===== src/rtl/result_wb_sched_pkg.sv =====
// result_wb_sched_pkg: shared sizes, result_valid tag bit positions and FSM encoding
package result_wb_sched_pkg;
  localparam int S2P_SIZE    = 8;
  localparam int RESULT_SIZE = 32;
  localparam int ADDR_SIZE   = 16;
  localparam int CNT_W       = 10;
  localparam int DATA_WIDTH  = S2P_SIZE * RESULT_SIZE;
  localparam int LANE_W      = $clog2(S2P_SIZE);
  localparam int VLD_WR      = 0;
  localparam int VLD_ACT     = 1;
  localparam int VLD_FIRST   = 2;
  localparam int VLD_GRPEND  = 3;
  typedef enum logic [2:0] {IDLE, LOAD, WAIT_TILE, SHIFT, DRAIN, DONE} state_e;
endpackage


===== src/rtl/result_wb_serializer.sv =====
// result_wb_serializer: holds one accepted tile and presents its lanes one per cycle
module result_wb_serializer
  import result_wb_sched_pkg::*;
(
  input  logic                   clk,
  input  logic                   rstn,
  input  logic                   load,
  input  logic                   step,
  input  logic [DATA_WIDTH-1:0]  data_in,
  output logic [LANE_W-1:0]      lane_cnt,
  output logic [RESULT_SIZE-1:0] result
);
  logic [DATA_WIDTH-1:0] hold_q, hold_d;
  logic [LANE_W-1:0]     lane_cnt_q, lane_cnt_d;
  // a new tile restarts at lane 0; otherwise advance one lane per shifting cycle
  always_comb begin
    hold_d     = load ? data_in : hold_q;
    lane_cnt_d = load ? '0 : lane_cnt_q + LANE_W'(step);
  end
  // holding register and lane pointer
  always_ff @(posedge clk or negedge rstn) begin
    if (!rstn) begin
      hold_q     <= '0;
      lane_cnt_q <= '0;
    end else begin
      hold_q     <= hold_d;
      lane_cnt_q <= lane_cnt_d;
    end
  end
  assign lane_cnt = lane_cnt_q;
  assign result   = hold_q[lane_cnt_q*RESULT_SIZE +: RESULT_SIZE];
endmodule


===== src/rtl/result_wb_sched.sv =====
// result_wb_sched: sequences GEMM tiles into the single-lane saver and tracks one conv run
module result_wb_sched
  import result_wb_sched_pkg::*;
(
  input  logic                   clk,
  input  logic                   rstn,
  input  logic                   start,
  input  logic [CNT_W-1:0]       cfg_t_num,
  input  logic [CNT_W-1:0]       cfg_kgroup_num,
  input  logic [ADDR_SIZE-1:0]   cfg_o_feature_size,
  input  logic [3:0]             cfg_shift,
  input  logic                   tile_vld,
  output logic                   tile_rdy,
  input  logic [DATA_WIDTH-1:0]  tile_data,
  input  logic                   w_done,
  output logic [RESULT_SIZE-1:0] result,
  output logic [3:0]             shift,
  output logic [3:0]             result_valid,
  output logic [ADDR_SIZE-1:0]   switch_kernel_addnums,
  output logic [ADDR_SIZE-1:0]   switch_kernel_group_addnums,
  output logic                   conv_done,
  output logic                   busy
);
  state_e                 state_q, state_d;
  logic                   busy_q, busy_d, conv_done_q, conv_done_d;
  logic [3:0]             shift_q, shift_d;
  logic [CNT_W-1:0]       t_num_q, t_num_d, kgroup_q, kgroup_d;
  logic [CNT_W-1:0]       tile_cnt_q, tile_cnt_d, group_cnt_q, group_cnt_d;
  logic [ADDR_SIZE-1:0]   ofs_q, ofs_d, ska_q, ska_d, skga_q, skga_d;
  logic [1:0]             drain_cnt_q, drain_cnt_d;
  logic [LANE_W-1:0]      lane_cnt;
  logic                   shifting, lane_last, tile_last, run_last, hs;

  assign shifting  = state_q == SHIFT;
  assign lane_last = lane_cnt == LANE_W'(S2P_SIZE - 1);
  assign tile_last = tile_cnt_q == t_num_q - CNT_W'(1);
  assign run_last  = tile_last && group_cnt_q == kgroup_q - CNT_W'(1);
  assign tile_rdy  = state_q == WAIT_TILE || (shifting && lane_last && !run_last);
  assign hs        = tile_vld && tile_rdy;

  result_wb_serializer u_ser (
    .clk      (clk),
    .rstn     (rstn),
    .load     (hs),
    .step     (shifting),
    .data_in  (tile_data),
    .lane_cnt (lane_cnt),
    .result   (result)
  );

  // tag stream is decoded straight from state and counters so it lines up with the lane mux
  always_comb begin
    result_valid = '0;
    result_valid[VLD_WR]     = shifting;
    result_valid[VLD_ACT]    = shifting;
    result_valid[VLD_FIRST]  = shifting && lane_cnt == '0;
    result_valid[VLD_GRPEND] = shifting && tile_last;
  end

  // run sequencing: config latch, address steps, tile/group counting, drain and done handshake
  always_comb begin
    state_d     = state_q;
    busy_d      = busy_q;
    conv_done_d = conv_done_q;
    shift_d     = shift_q;
    t_num_d     = t_num_q;
    kgroup_d    = kgroup_q;
    ofs_d       = ofs_q;
    ska_d       = ska_q;
    skga_d      = skga_q;
    tile_cnt_d  = tile_cnt_q;
    group_cnt_d = group_cnt_q;
    drain_cnt_d = drain_cnt_q;
    case (state_q)
      IDLE: if (start) begin
        state_d  = LOAD;
        busy_d   = 1'b1;
        shift_d  = cfg_shift;
        t_num_d  = cfg_t_num;
        kgroup_d = cfg_kgroup_num;
        ofs_d    = cfg_o_feature_size;
      end
      LOAD: begin
        ska_d       = ofs_q - ADDR_SIZE'(S2P_SIZE - 1);
        skga_d      = (ofs_q - (ADDR_SIZE'(t_num_q) - ADDR_SIZE'(1))) << LANE_W;
        tile_cnt_d  = '0;
        group_cnt_d = '0;
        state_d     = (t_num_q == '0 || kgroup_q == '0) ? DONE : WAIT_TILE;
        conv_done_d = t_num_q == '0 || kgroup_q == '0;
      end
      WAIT_TILE: if (tile_vld) state_d = SHIFT;
      SHIFT: if (lane_last) begin
        tile_cnt_d  = tile_last ? '0 : tile_cnt_q + CNT_W'(1);
        group_cnt_d = group_cnt_q + CNT_W'(tile_last);
        drain_cnt_d = '0;
        state_d     = run_last ? DRAIN : tile_vld ? SHIFT : WAIT_TILE;
      end
      DRAIN: begin
        drain_cnt_d = drain_cnt_q + 2'd1;
        state_d     = drain_cnt_q == 2'd2 ? DONE : DRAIN;
        conv_done_d = drain_cnt_q == 2'd2;
      end
      DONE: if (w_done) begin
        state_d     = IDLE;
        conv_done_d = 1'b0;
        busy_d      = 1'b0;
      end
      default: state_d = IDLE;
    endcase
  end

  // state and run registers
  always_ff @(posedge clk or negedge rstn) begin
    if (!rstn) begin
      state_q     <= IDLE;
      busy_q      <= 1'b0;
      conv_done_q <= 1'b0;
      shift_q     <= '0;
      t_num_q     <= '0;
      kgroup_q    <= '0;
      ofs_q       <= '0;
      ska_q       <= '0;
      skga_q      <= '0;
      tile_cnt_q  <= '0;
      group_cnt_q <= '0;
      drain_cnt_q <= '0;
    end else begin
      state_q     <= state_d;
      busy_q      <= busy_d;
      conv_done_q <= conv_done_d;
      shift_q     <= shift_d;
      t_num_q     <= t_num_d;
      kgroup_q    <= kgroup_d;
      ofs_q       <= ofs_d;
      ska_q       <= ska_d;
      skga_q      <= skga_d;
      tile_cnt_q  <= tile_cnt_d;
      group_cnt_q <= group_cnt_d;
      drain_cnt_q <= drain_cnt_d;
    end
  end

  assign busy                        = busy_q;
  assign conv_done                   = conv_done_q;
  assign shift                       = shift_q;
  assign switch_kernel_addnums       = ska_q;
  assign switch_kernel_group_addnums = skga_q;
endmodule


===== config.mk =====
export PLATFORM = sky130hd
export DESIGN_NAME = result_wb_sched
export DESIGN_NICKNAME = d
export VERILOG_FILES = /design/src/rtl/result_wb_sched_pkg.sv /design/src/rtl/result_wb_serializer.sv /design/src/rtl/result_wb_sched.sv
export SDC_FILE = /design/constraint.sdc
export NUM_CORES = 1
export LEC_CHECK = 0
export ABC_AREA = 0
export BUFFER_PORTS_ARGS = -buffer_cell sky130_fd_sc_hd__buf_2
export CAP_MARGIN = 20
export CORE_MARGIN = 2
export CORE_UTILIZATION = 35
export DETAILED_ROUTE_END_ITERATION = 10
export PLACE_DENSITY_LB_ADDON = 0.3
export SETUP_SLACK_MARGIN = 0.05
export SYNTH_ARGS = -nofsm -noshare
export SYNTH_HDL_FRONTEND = slang
export SYNTH_SLANG_ARGS = --single-unit

===== constraint.sdc =====
create_clock -name clk -period 3 [get_ports clk]
set_input_delay 0.3 -clock clk [delete_from_list [all_inputs] [get_ports clk]]
set_output_delay 0.3 -clock clk [all_outputs]
set_load 0.02 [all_outputs]

==> results_dict.tcl, run 1 <==
set metrics [dict create \
    status "finished with violations" \
    violated_checks "negative setup slack" \
    worst-path-stages 13 \
    path_buf_inv 6 \
    grt_first_pass_wirelength_microns 89800 \
    cp-start-kind "flop" \
    die_w_microns 233 \
    ff2ff_path_depth 13 \
    root_buffer "clkbuf_16" \
    placed_cell_area_sq_um 21700 \
    route.detailed.vias_per_inst 4.95 \
    design.core.area_sq_um 52300 \
    flow.area_growth_from_synthesis_pct 50.4 \
    holdPathStages 4 \
    final_net_count 2431 \
    period_share_pct 106 \
    die-height_microns 233 \
    clk_transition_reported_paths_ns 0.06 \
    finalCriticalPeriod_ns 3.19 \
    seqCellArea_sq_um 8890 \
    top_area_cells_in_the_synthesized_netlist "dfrtp_1, mux2_4, mux4_2" \
    h-tree-depth 2 \
    synth_area_sq_um 18400 \
    worst_ep_arrival_time_ns 3.64 \
    worst-slew-pin-transition_ns 0.700 \
    vdd_drop_max_v 0.000759 \
    cp_top_family "simple AND/OR/NAND/NOR gates" \
    drt_iter0_drc 622 \
    timing.final.max_slew_violations 0 \
    crit_fanout 8 \
    synth-async-reset-ratio_pct 100 \
    final_cells 2835 \
    detailedRoute.firstPassIterationCount 4 \
    timing.final.ws_setup_ns -0.185 \
    worst_skew_pair.late_latency_ns 0.59 \
    hold_violations 0 \
    hpwl_after_detailed_placement_microns 39000 \
    p_leak_nw 13.1 \
    slowest_delay_ns 0.53 \
    yosysUniqueCellTypes 72 \
    power_density_nw_per_um2 1110 \
    fillCellCount 4249 \
    ys_seq_area_share_pct 48.2 \
    cts.path.max_buffers 3 \
    worst_hold_path_type "input pin to flop" \
    cts_tree "yes" \
    postLayoutCellArea_sq_um 27700 \
    vias 14022 \
    wl_microns 59500 \
    antenna_violations_before_repair 9 \
    avgSynthCellArea_sq_um 14.3 \
    synth_top_cell_by_area "dfrtp_1" \
    drv_cap 0 \
    floorplan.initialDensity_pct 35.2 \
    yosysTopAreaCellShare_pct 48.2 \
    dominantRegCellSynth "dfrtp_1" \
    cts-buffers-inserted 44 \
    drt_drc_violations_left 0 \
    die-area_sq_um 54500 \
    grt_max_degree 79 \
    final_layout_size_suffix_gt1_share_pct 50.5 \
    first_global_vias 15376 \
    critPathSlowestCell "or4_4" \
    post_synthesis_instance_total 1292 \
    yosysWarnings 0 \
    rsz0062_at_grt "yes" \
    numPortBuffers 372 \
    synth_edf_count 0 \
    grt_usage_pct 21.7 \
    multi_input_comb_area_sq_um 9260 \
    synth.most_common_cell "dfrtp_1" \
    std_cell_rows 84 \
    finClkSkew_ns 0.0312 \
    top_level_ports 376 \
    post-route-util_pct 52.9 \
    dp_cells 2388 \
    crit_path_cell_trace "buf_4 > or3_4 > or4_4 > xnor2_4 > nor4_4 > buf_4 > nand4_4 > nand2_8 > buf_16 > buf_12 > buf_12 > buf_12 > mux2_4" \
    worst_slew_margin_rel_pct 53.3 \
    finalSetupViolCount 254 \
    postRouteAntennaNets 0 \
    synth.cells.most_frequent "dfrtp_1, mux2_4, mux2_2, nand2_1, mux4_2" \
    numClockSinks 355 \
    synth.ff_latch_count 355 \
    cp_common_cell "buf_12" \
    globalRouteOverflowTotal 0 \
    detail_route.wl_per_cell_microns 21.0 \
    worst-endpoint-required_ns 3.45 \
    globalplace.congestion 0.823 \
    timing.fmax_ghz 0.314 \
    criticalPathCategory "flop to flop" \
    tns_ns -28.05 \
    critical_path.endpoint_type "flop" \
]
## path summary, 6_finish.rpt
path | slack (ns) | to | startpoint
worst max register to register | -0.19 | u_ser.hold_q[86]$_DFFE_PN0P_ | kgroup_q[1]$_DFFE_PN0P_
max in group asynchronous | 1.75 | u_ser.hold_q[28]$_DFFE_PN0P_ | rstn
worst min-delay path | 0.06 | busy$_DFFE_PN0P_ | w_done
worst min register to register | 0.47 | switch_kernel_addnums[2]$_DFFE_PN0P_ | switch_kernel_addnums[2]$_DFFE_PN0P_
worst max-delay path | -0.19 | u_ser.hold_q[86]$_DFFE_PN0P_ | kgroup_q[1]$_DFFE_PN0P_
min in group asynchronous | 0.34 | ofs_q[15]$_DFFE_PN0P_ | rstn
## per-layer routing
metal | wire length, microns | vias to the layer above | global-route usage (%)
met5 | 53 | - | 0
met3 | 3590 | 114 | 5.16
li1 | - | 6357 | -
met4 | 2790 | 8 | 9.59
met1 | 23900 | 7109 | 26.2
met2 | 29200 | 434 | 36.8
## worst register-to-register path, cell delays in order, from the launching register on
cell and delay (ns):
dfrtp_1 0.38, buf_4 0.14, or3_4 0.36, or4_4 0.53
xnor2_4 0.16, nor4_4 0.22, buf_4 0.18, nand4_4 0.14
nand2_8 0.14, buf_16 0.16, buf_12 0.14, buf_12 0.10
buf_12 0.12, mux2_4 0.30
## report_power, final
group / switching, mW / total [mW] / internal [mW] / leakage [nW]
Clock: 2.25 / 5.23 / 2.97 / 0.698
Sequential: 1.68 / 8.79 / 7.11 / 4.25
Combinational: 7.19 / 16.6 / 9.42 / 8.20
## what timing repair did
item | in CTS | in global routing
setup endpoints to repair | 285 | 273
cloned | 14 | 4
resized for setup | 145 | 59
setup buffers | 49 | 14
pin swaps | 14 | 21
endpoints found under the hold margin | 363 | 0
hold buffers | 297 | 0
## registers in the layout, summed over array words and instances, names as in the netlist
signal	count
switch_kernel_group_addnums	13
state_q	3
busy	1
kgroup_q	10
switch_kernel_addnums	16
drain_cnt_q	2
u_ser.lane_cnt	3
ofs_q	16
conv_done	1
t_num_q	10
tile_cnt_q	10
u_ser.hold_q	256
shift	4
group_cnt_q	10
## kinds of logic (layout without fill, tap and decap cells)
kind of cell / Yosys count / after routing / share of synthesized area, %
muxes: 389 / 389 / 32.1
DFF: 355 / 355 / 48.2
and+or+nand+nor: 248 / 248 / 6.83
AOI/OAI and AO/OA: 115 / 115 / 3.80
buffers and inverters: 101 / 948 / 4.39
xor gates and xnor gates: 60 / 60 / 3.01
adders and majority gates: 23 / 23 / 1.60
other: 1 / 9 / 0.0204
## through the flow
step           setup slack, ns  power, mW  hold slack (ns)
2_1_floorplan           0.0729       18.3          0.00441
3_3_place_gp            -0.135       22.7            0.362
3_5_place_dp            -0.142       23.0            0.358
4_1_cts                 -0.341       30.4           0.0152
5_1_grt                 -0.320       32.3           0.0619
6_report                -0.185       30.6           0.0590
## layout by cell type (no fill, tap or decap), types with 10 or more instances in the layout
cell / n
buf_2: 369
dfrtp_1: 352
dlygate4sd3_1: 297
mux2_4: 257
buf_4: 88
nand2_1: 80
mux2_2: 66
mux4_2: 64
clkbuf_16: 48
o21ai_0: 43
buf_12: 40
nor2_1: 38
buf_6: 29
xnor2_1: 28
xor2_1: 25
nor3_1: 20
a21oi_1: 17
buf_8: 17
nand3_1: 16
a31oi_1: 15
ha_1: 15
nor2b_1: 12
inv_1: 12
and3_1: 11
clkinv_2: 10
## area by class of cell
cell class                      count  area share, %
Clock inverter                     23          0.727
Tap cell                          688           3.11
Multi-Input combinational cell    838           33.4
Clock buffer                       57           4.37
Antenna cell                        6         0.0542
Timing Repair Buffer              853           26.0
Sequential cell                   355           32.1
Inverter                           15          0.203
Power figures use the tool's default switching activity.
==> run 2: changes to the inputs <==
RECOVER_POWER = 50   (was not set)
REMOVE_ABC_BUFFERS = 1   (was not set)
==> run 2 against run 1 <==
Net effect:
- the run ends with max-capacitance violations, max-slew violations, negative setup slack left
- power decreased by 3.3%
- non-clock buffer count decreased by 28
- cell count is 1.1% lower
- clock-buffer cell count unchanged
- critical path depth decreased by 4
- worst setup slack improved by 0.072 ns
- wire length decreased by 8.8%
- design area is 1.3% lower
==> results_dict.tcl, run 2 (same netlist as run 1, synthesis figures left out) <==
set metrics [dict create \
    power.total_mw 29.6 \
    finClkSkew_ns 0.0282 \
    first_global_vias 14593 \
    worst_hold_startpoint "w_done" \
    detail_route.wl_per_cell_microns 19.4 \
    r2r_end "u_ser.hold_q[239]$_DFFE_PN0P_" \
    cp_common_cell "or4_4" \
    criticalPathCategory "flop to primary output" \
    holdPathStages 4 \
    root_buffer "clkbuf_16" \
    hpwl_after_detailed_placement_microns 34400 \
    flow.area_growth_from_synthesis_pct 48.4 \
    status "finished with violations" \
    timing.fmax_ghz 0.321 \
    drt_drc_violations_left 0 \
    numClockSinks 355 \
    final_cells 2803 \
    antenna_violations_before_repair 6 \
    worst_hold_path_type "input pin to flop" \
    die-height_microns 233 \
    violated_checks "max-capacitance violations, max-slew violations, negative setup slack" \
    dp_cells 2372 \
    route.detailed.vias_per_inst 4.85 \
    cts.path.max_buffers 3 \
    top_level_ports 376 \
    die_w_microns 233 \
    max_flop_register "u_ser.hold_q" \
    crit_path_cell_trace "or4_4 > or4_4 > xnor2_4 > nor4_4 > buf_4 > nand2_2 > nor2_4 > o21ai_2 > buf_6" \
    globalRouteOverflowTotal 0 \
    finalSetupViolCount 236 \
    worst_slew_margin_rel_pct -56.3 \
    finalCriticalPeriod_ns 3.11 \
    cp_top_family "simple AND/OR/NAND/NOR gates" \
    drv_cap 1 \
    grt_first_pass_wirelength_microns 80400 \
    worst-endpoint-required_ns 2.70 \
    drt_iter0_drc 661 \
    numPortBuffers 372 \
    hold_violations 0 \
    largest_register_ffs 256 \
    timing.final.max_slew_violations 80 \
    final_net_count 2402 \
    period_share_pct 104 \
    timing.final.ws_setup_ns -0.114 \
    ff2ff_path_depth 11 \
    vias 13605 \
    final_layout_size_suffix_gt1_share_pct 50.0 \
    most_frequent_cells_in_the_layout "buf_2, dfrtp_1, dlygate4sd3_1" \
    design.core.area_sq_um 52300 \
    critical_path.endpoint_type "primary output" \
    wl_microns 54300 \
    min_to "busy$_DFFE_PN0P_" \
    path_buf_inv 2 \
    cts_tree "yes" \
    worst_ep_arrival_time_ns 2.81 \
    critPathSlowestCell "or4_4" \
    die-area_sq_um 54500 \
    std_cell_rows 84 \
    layout.cells.most_common "buf_2" \
    slowest_delay_ns 0.53 \
    grt_max_degree 86 \
    postRouteAntennaNets 0 \
    power_density_nw_per_um2 1080 \
    grt_usage_pct 18.9 \
    p_leak_nw 12.9 \
    vdd_drop_max_v 0.000744 \
    crit_fanout 2 \
    clk_transition_reported_paths_ns 0.06 \
    cp-start-kind "flop" \
    h-tree-depth 2 \
    globalplace.congestion 0.843 \
    cts-buffers-inserted 43 \
    detailedRoute.firstPassIterationCount 5 \
    rsz0062_at_grt "yes" \
    regToRegStartpoint "kgroup_q[2]$_DFFE_PN0P_" \
    floorplan.initialDensity_pct 35.2 \
    worst-slew-pin-transition_ns 2.34 \
    setup.reg_to_reg.worst_slack_ns -0.11 \
    worst_skew_pair.late_latency_ns 0.58 \
]
## run 2: cell types whose count changed in the layout (fill, tap and decap cells not counted), sizes merged, moves of 3 or more
cell	before	now
buf	552	509
clkbuf	61	75
clkinv	17	12
bufinv	1	5
inv	18	15
## run 2: how the worst max path moves through the flow
stage                                      from                       endpoint  slack (ns)  depth (start not counted)
global route            kgroup_q[2]$_DFFE_PN0P_                       tile_rdy       -0.26                          9
global placement        kgroup_q[2]$_DFFE_PN0P_  u_ser.hold_q[228]$_DFFE_PN0P_       -0.28                         10
floorplan           u_ser.lane_cnt[0]$_DFF_PN0_    u_ser.hold_q[0]$_DFFE_PN0P_       -3.26                          4
finish                  kgroup_q[2]$_DFFE_PN0P_                       tile_rdy       -0.11                          9
CTS                      t_num_q[0]$_DFFE_PN0P_                result_valid[3]       -0.18                         12
detailed placement      kgroup_q[2]$_DFFE_PN0P_  u_ser.hold_q[235]$_DFFE_PN0P_       -0.23                         10
## run 2: routing by layer
layer  routed length [microns]  vias to the layer above  global-route usage (%)
met3                      2610                       95                    3.48
met2                     27600                      403                    32.8
met4                      1340                        2                    6.17
met5                        11                        -                       0
li1                          -                     6291                       -
met1                     22700                     6814                    23.8
## run 2: worst register-to-register path, cell delays in order, from the launching register on
cell and delay (ns):
dfrtp_1 0.38, or4_4 0.53, or4_4 0.47, xnor2_4 0.15, nor4_4 0.15, buf_4 0.16, buf_6 0.09, nand4_4 0.14
nand2_8 0.19, buf_16 0.19, buf_4 0.19, mux2_2 0.34
## run 2: metrics by stage
step | utilization [%] | hold WS (ns) | setup slack [ns] | instance area (sq um) | TNS [ns]
after global routing | 52.2 | 0.0706 | -0.257 | 27300 | -52.35
after floorplan | - | 0.00441 | -3.26 | 17700 | -997.73
after detailed placement | 41.0 | 0.387 | -0.227 | 21500 | -43.24
after CTS | 50.0 | 0.0459 | -0.180 | 26200 | -17.22
after global placement | 41.0 | 0.386 | -0.283 | 21500 | -58.50
final | 52.2 | 0.0705 | -0.114 | 27300 | -10.45
## run 2: what timing repair did
action	in CTS	in global routing
hold buffers	298	0
pin swaps	11	17
endpoints found under the hold margin	371	0
setup buffers	11	21
endpoints found under the setup margin	271	287
gates resized for setup	42	144
cloned	0	19
## run 2: cell type report
cell class	instances	area, sq um
Antenna cell	5	12.5
Clock buffer	57	1200
Clock inverter	20	255
Fill cell	4303	25000
Inverter	15	58.8
Multi-Input combinational cell	838	9250
Sequential cell	355	8890
Tap cell	688	861
Timing Repair Buffer	825	6810
## run 2: power breakdown
part	internal [mW]	total, mW	switching [mW]	leakage, nW
clock network	3.24	5.40	2.15	0.713
registers	7.11	8.80	1.69	4.25
logic	9.04	15.4	6.39	7.96
total	19.4	29.6	10.2	12.9
==> run 3: changes to the inputs <==
==> constraint.sdc (replaced) <==
create_clock -name clk -period 3 [get_ports clk]
set_input_delay 0.15 -clock clk [delete_from_list [all_inputs] [get_ports clk]]
set_output_delay 0.15 -clock clk [all_outputs]
set_load 0.02 [all_outputs]
==> run 3 against run 2 <==
Net effect:
- register-to-register slack gained 0.05 ns
- via count is essentially flat
- largest cell class unchanged
- clock-buffer cell count grew 1
- critical path type is now flop to flop
- the run still ends with max-capacitance violations, max-slew violations, negative setup slack left
- combinational power is essentially flat
- cell count shrank 0.36%
==> results_dict.tcl, run 3 (same netlist as run 1, synthesis figures left out) <==
set metrics [dict create \
    timing.fmax_ghz 0.326 \
    std_cell_rows 84 \
    power_density_nw_per_um2 1090 \
    criticalPathCategory "flop to flop" \
    hold_violations 0 \
    cp-start-kind "flop" \
    largest_register_ffs 256 \
    route.detailed.vias_per_inst 4.88 \
    drt_iter0_drc 551 \
    design.core.area_sq_um 52300 \
    most_frequent_cells_in_the_layout "buf_2, dfrtp_1, dlygate4sd3_1" \
    flow.area_growth_from_synthesis_pct 47.9 \
    timing.final.max_slew_violations 74 \
    worst_ep_arrival_time_ns 3.51 \
    clk_transition_reported_paths_ns 0.06 \
    period_share_pct 102 \
    floorplan.initialDensity_pct 35.2 \
    first_global_vias 15061 \
    grt_usage_pct 19.4 \
    cts_tree "yes" \
    final_layout_size_suffix_gt1_share_pct 49.7 \
    grt_first_pass_wirelength_microns 82400 \
    vias 13616 \
    rsz0062_at_grt "yes" \
    worst-endpoint-required_ns 3.44 \
    vdd_drop_max_v 0.000641 \
    root_buffer "clkbuf_16" \
    wl_microns 53400 \
    worst_skew_pair.late_latency_ns 0.57 \
    cts-buffers-inserted 43 \
    detailedRoute.firstPassIterationCount 7 \
    detail_route.wl_per_cell_microns 19.1 \
    drt_drc_violations_left 0 \
    layout.cells.most_common "buf_2" \
    finalCriticalPeriod_ns 3.07 \
    grt_max_degree 93 \
    worst-slew-pin-transition_ns 2.03 \
    numPortBuffers 372 \
    critical_path.endpoint_type "flop" \
    worst_hold_path_type "input pin to flop" \
    cp_top_family "simple AND/OR/NAND/NOR gates" \
    cts.path.max_buffers 3 \
    h-tree-depth 2 \
    dp_cells 2374 \
    critPathSlowestCell "or4_4" \
    die-height_microns 233 \
    pre_cts_ws_ns -0.295 \
    final_net_count 2394 \
    drv_cap 1 \
    numClockSinks 355 \
    finClkSkew_ns 0.0300 \
    p_leak_nw 12.8 \
    path_buf_inv 4 \
    crit_fanout 7 \
    globalplace.congestion 0.837 \
    top_level_ports 376 \
    antenna_violations_before_repair 5 \
    max_flop_register "u_ser.hold_q" \
    postRouteAntennaNets 0 \
    violated_checks "max-capacitance violations, max-slew violations, negative setup slack" \
    worst_slew_margin_rel_pct -35.1 \
    fillCellCount 4351 \
    globalRouteOverflowTotal 0 \
    hpwl_after_detailed_placement_microns 34800 \
    crit_path_cell_trace "or4_4 > or4_4 > xnor2_2 > nor4_2 > buf_4 > nand4_4 > nand2_8 > buf_12 > buf_12 > buf_8 > mux2_4" \
    slowest_delay_ns 0.53 \
    die-area_sq_um 54500 \
    die_w_microns 233 \
    timing.final.ws_setup_ns -0.0674 \
    finalSetupViolCount 120 \
    status "finished with violations" \
    final_cells 2793 \
]
## run 3: cell types whose count changed in the layout (fill, tap and decap cells not counted), sizes merged
| cell | previous run | this run |
|---|---|---|
| clkinv | 12 | 9 |
| clkbuf | 75 | 68 |
| bufinv | 5 | 7 |
| buf | 509 | 507 |
| dlygate4sd3 | 298 | 300 |
| diode | 5 | 4 |
| inv | 15 | 17 |
| clkinvlp | 3 | 0 |
## run 3: final cells by class
cell class	instances	area (sq um)	area share, %
sequential	355	8890	32.6
antenna	4	10.0	0.0367
multi-input combinational	838	9250	34.0
tap	688	861	3.16
clock inverter	18	288	1.06
clock buffer	58	1210	4.46
timing repair buffer	817	6670	24.5
inverter	15	58.8	0.216
## run 3: power breakdown
group,internal [mW],leakage (nW),switching (mW)
sequential,7.11,4.25,1.68
clock,3.44,0.741,2.13
combinational,8.96,7.86,6.39
## run 3: metal layers
layer  vias to the layer above  global-route usage [%]  part of all wire, %  wire length [microns]
met5                         -                       0                0.024                     13
met4                         2                    5.95                  2.3                   1220
met3                        84                    3.67                  5.0                   2690
met2                       394                    34.3                   51                  27300
met1                      6864                    23.8                   42                  22200
li1                       6272                       -                    -                      -
## run 3: path summary, 6_finish.rpt
kind / depth (start not counted) / to / from / slack (ns)
hold / removal: 4 / conv_done$_DFFE_PN0P_ / w_done / 0.09
min in group asynchronous: 2 / ofs_q[15]$_DFFE_PN0P_ / rstn / 0.72
setup / recovery: 11 / u_ser.hold_q[185]$_DFFE_PN0P_ / kgroup_q[2]$_DFFE_PN0P_ / -0.07
hold reg to reg: 2 / switch_kernel_addnums[13]$_DFFE_PN0P_ / switch_kernel_addnums[13]$_DFFE_PN0P_ / 0.47
setup reg to reg: 11 / u_ser.hold_q[185]$_DFFE_PN0P_ / kgroup_q[2]$_DFFE_PN0P_ / -0.07
max in group asynchronous: 3 / t_num_q[2]$_DFFE_PN0P_ / rstn / 0.41
## run 3: what timing repair did
item | in CTS | in global routing
resized for setup | 114 | 61
hold endpoints to repair | 365 | 0
setup endpoints to repair | 269 | 274
hold buffers | 300 | 0
setup buffers | 21 | 11
gates cloned | 6 | 4
pin swaps | 18 | 22
## run 3: tightest hold or removal path, cell delays in order
cell	delay [ns]
buf_2	0.11
nor2_1	0.05
nor3_1	0.13
o22a_1	0.16
## run 3: through the flow
stage          utilization [%]  TNS, ns  hold WS, ns  power (mW)  cell area, sq um
2_1_floorplan                -  -992.63       -0.146        18.3             17700
3_3_place_gp              41.1   -55.90        0.188        21.8             21500
3_5_place_dp              41.1   -52.36        0.192        22.2             21500
4_1_cts                   51.3    -4.58       0.0494        29.2             26900
5_1_grt                   52.0   -31.84       0.0990        31.4             27200
6_report                  52.0    -3.88       0.0930        29.7             27200
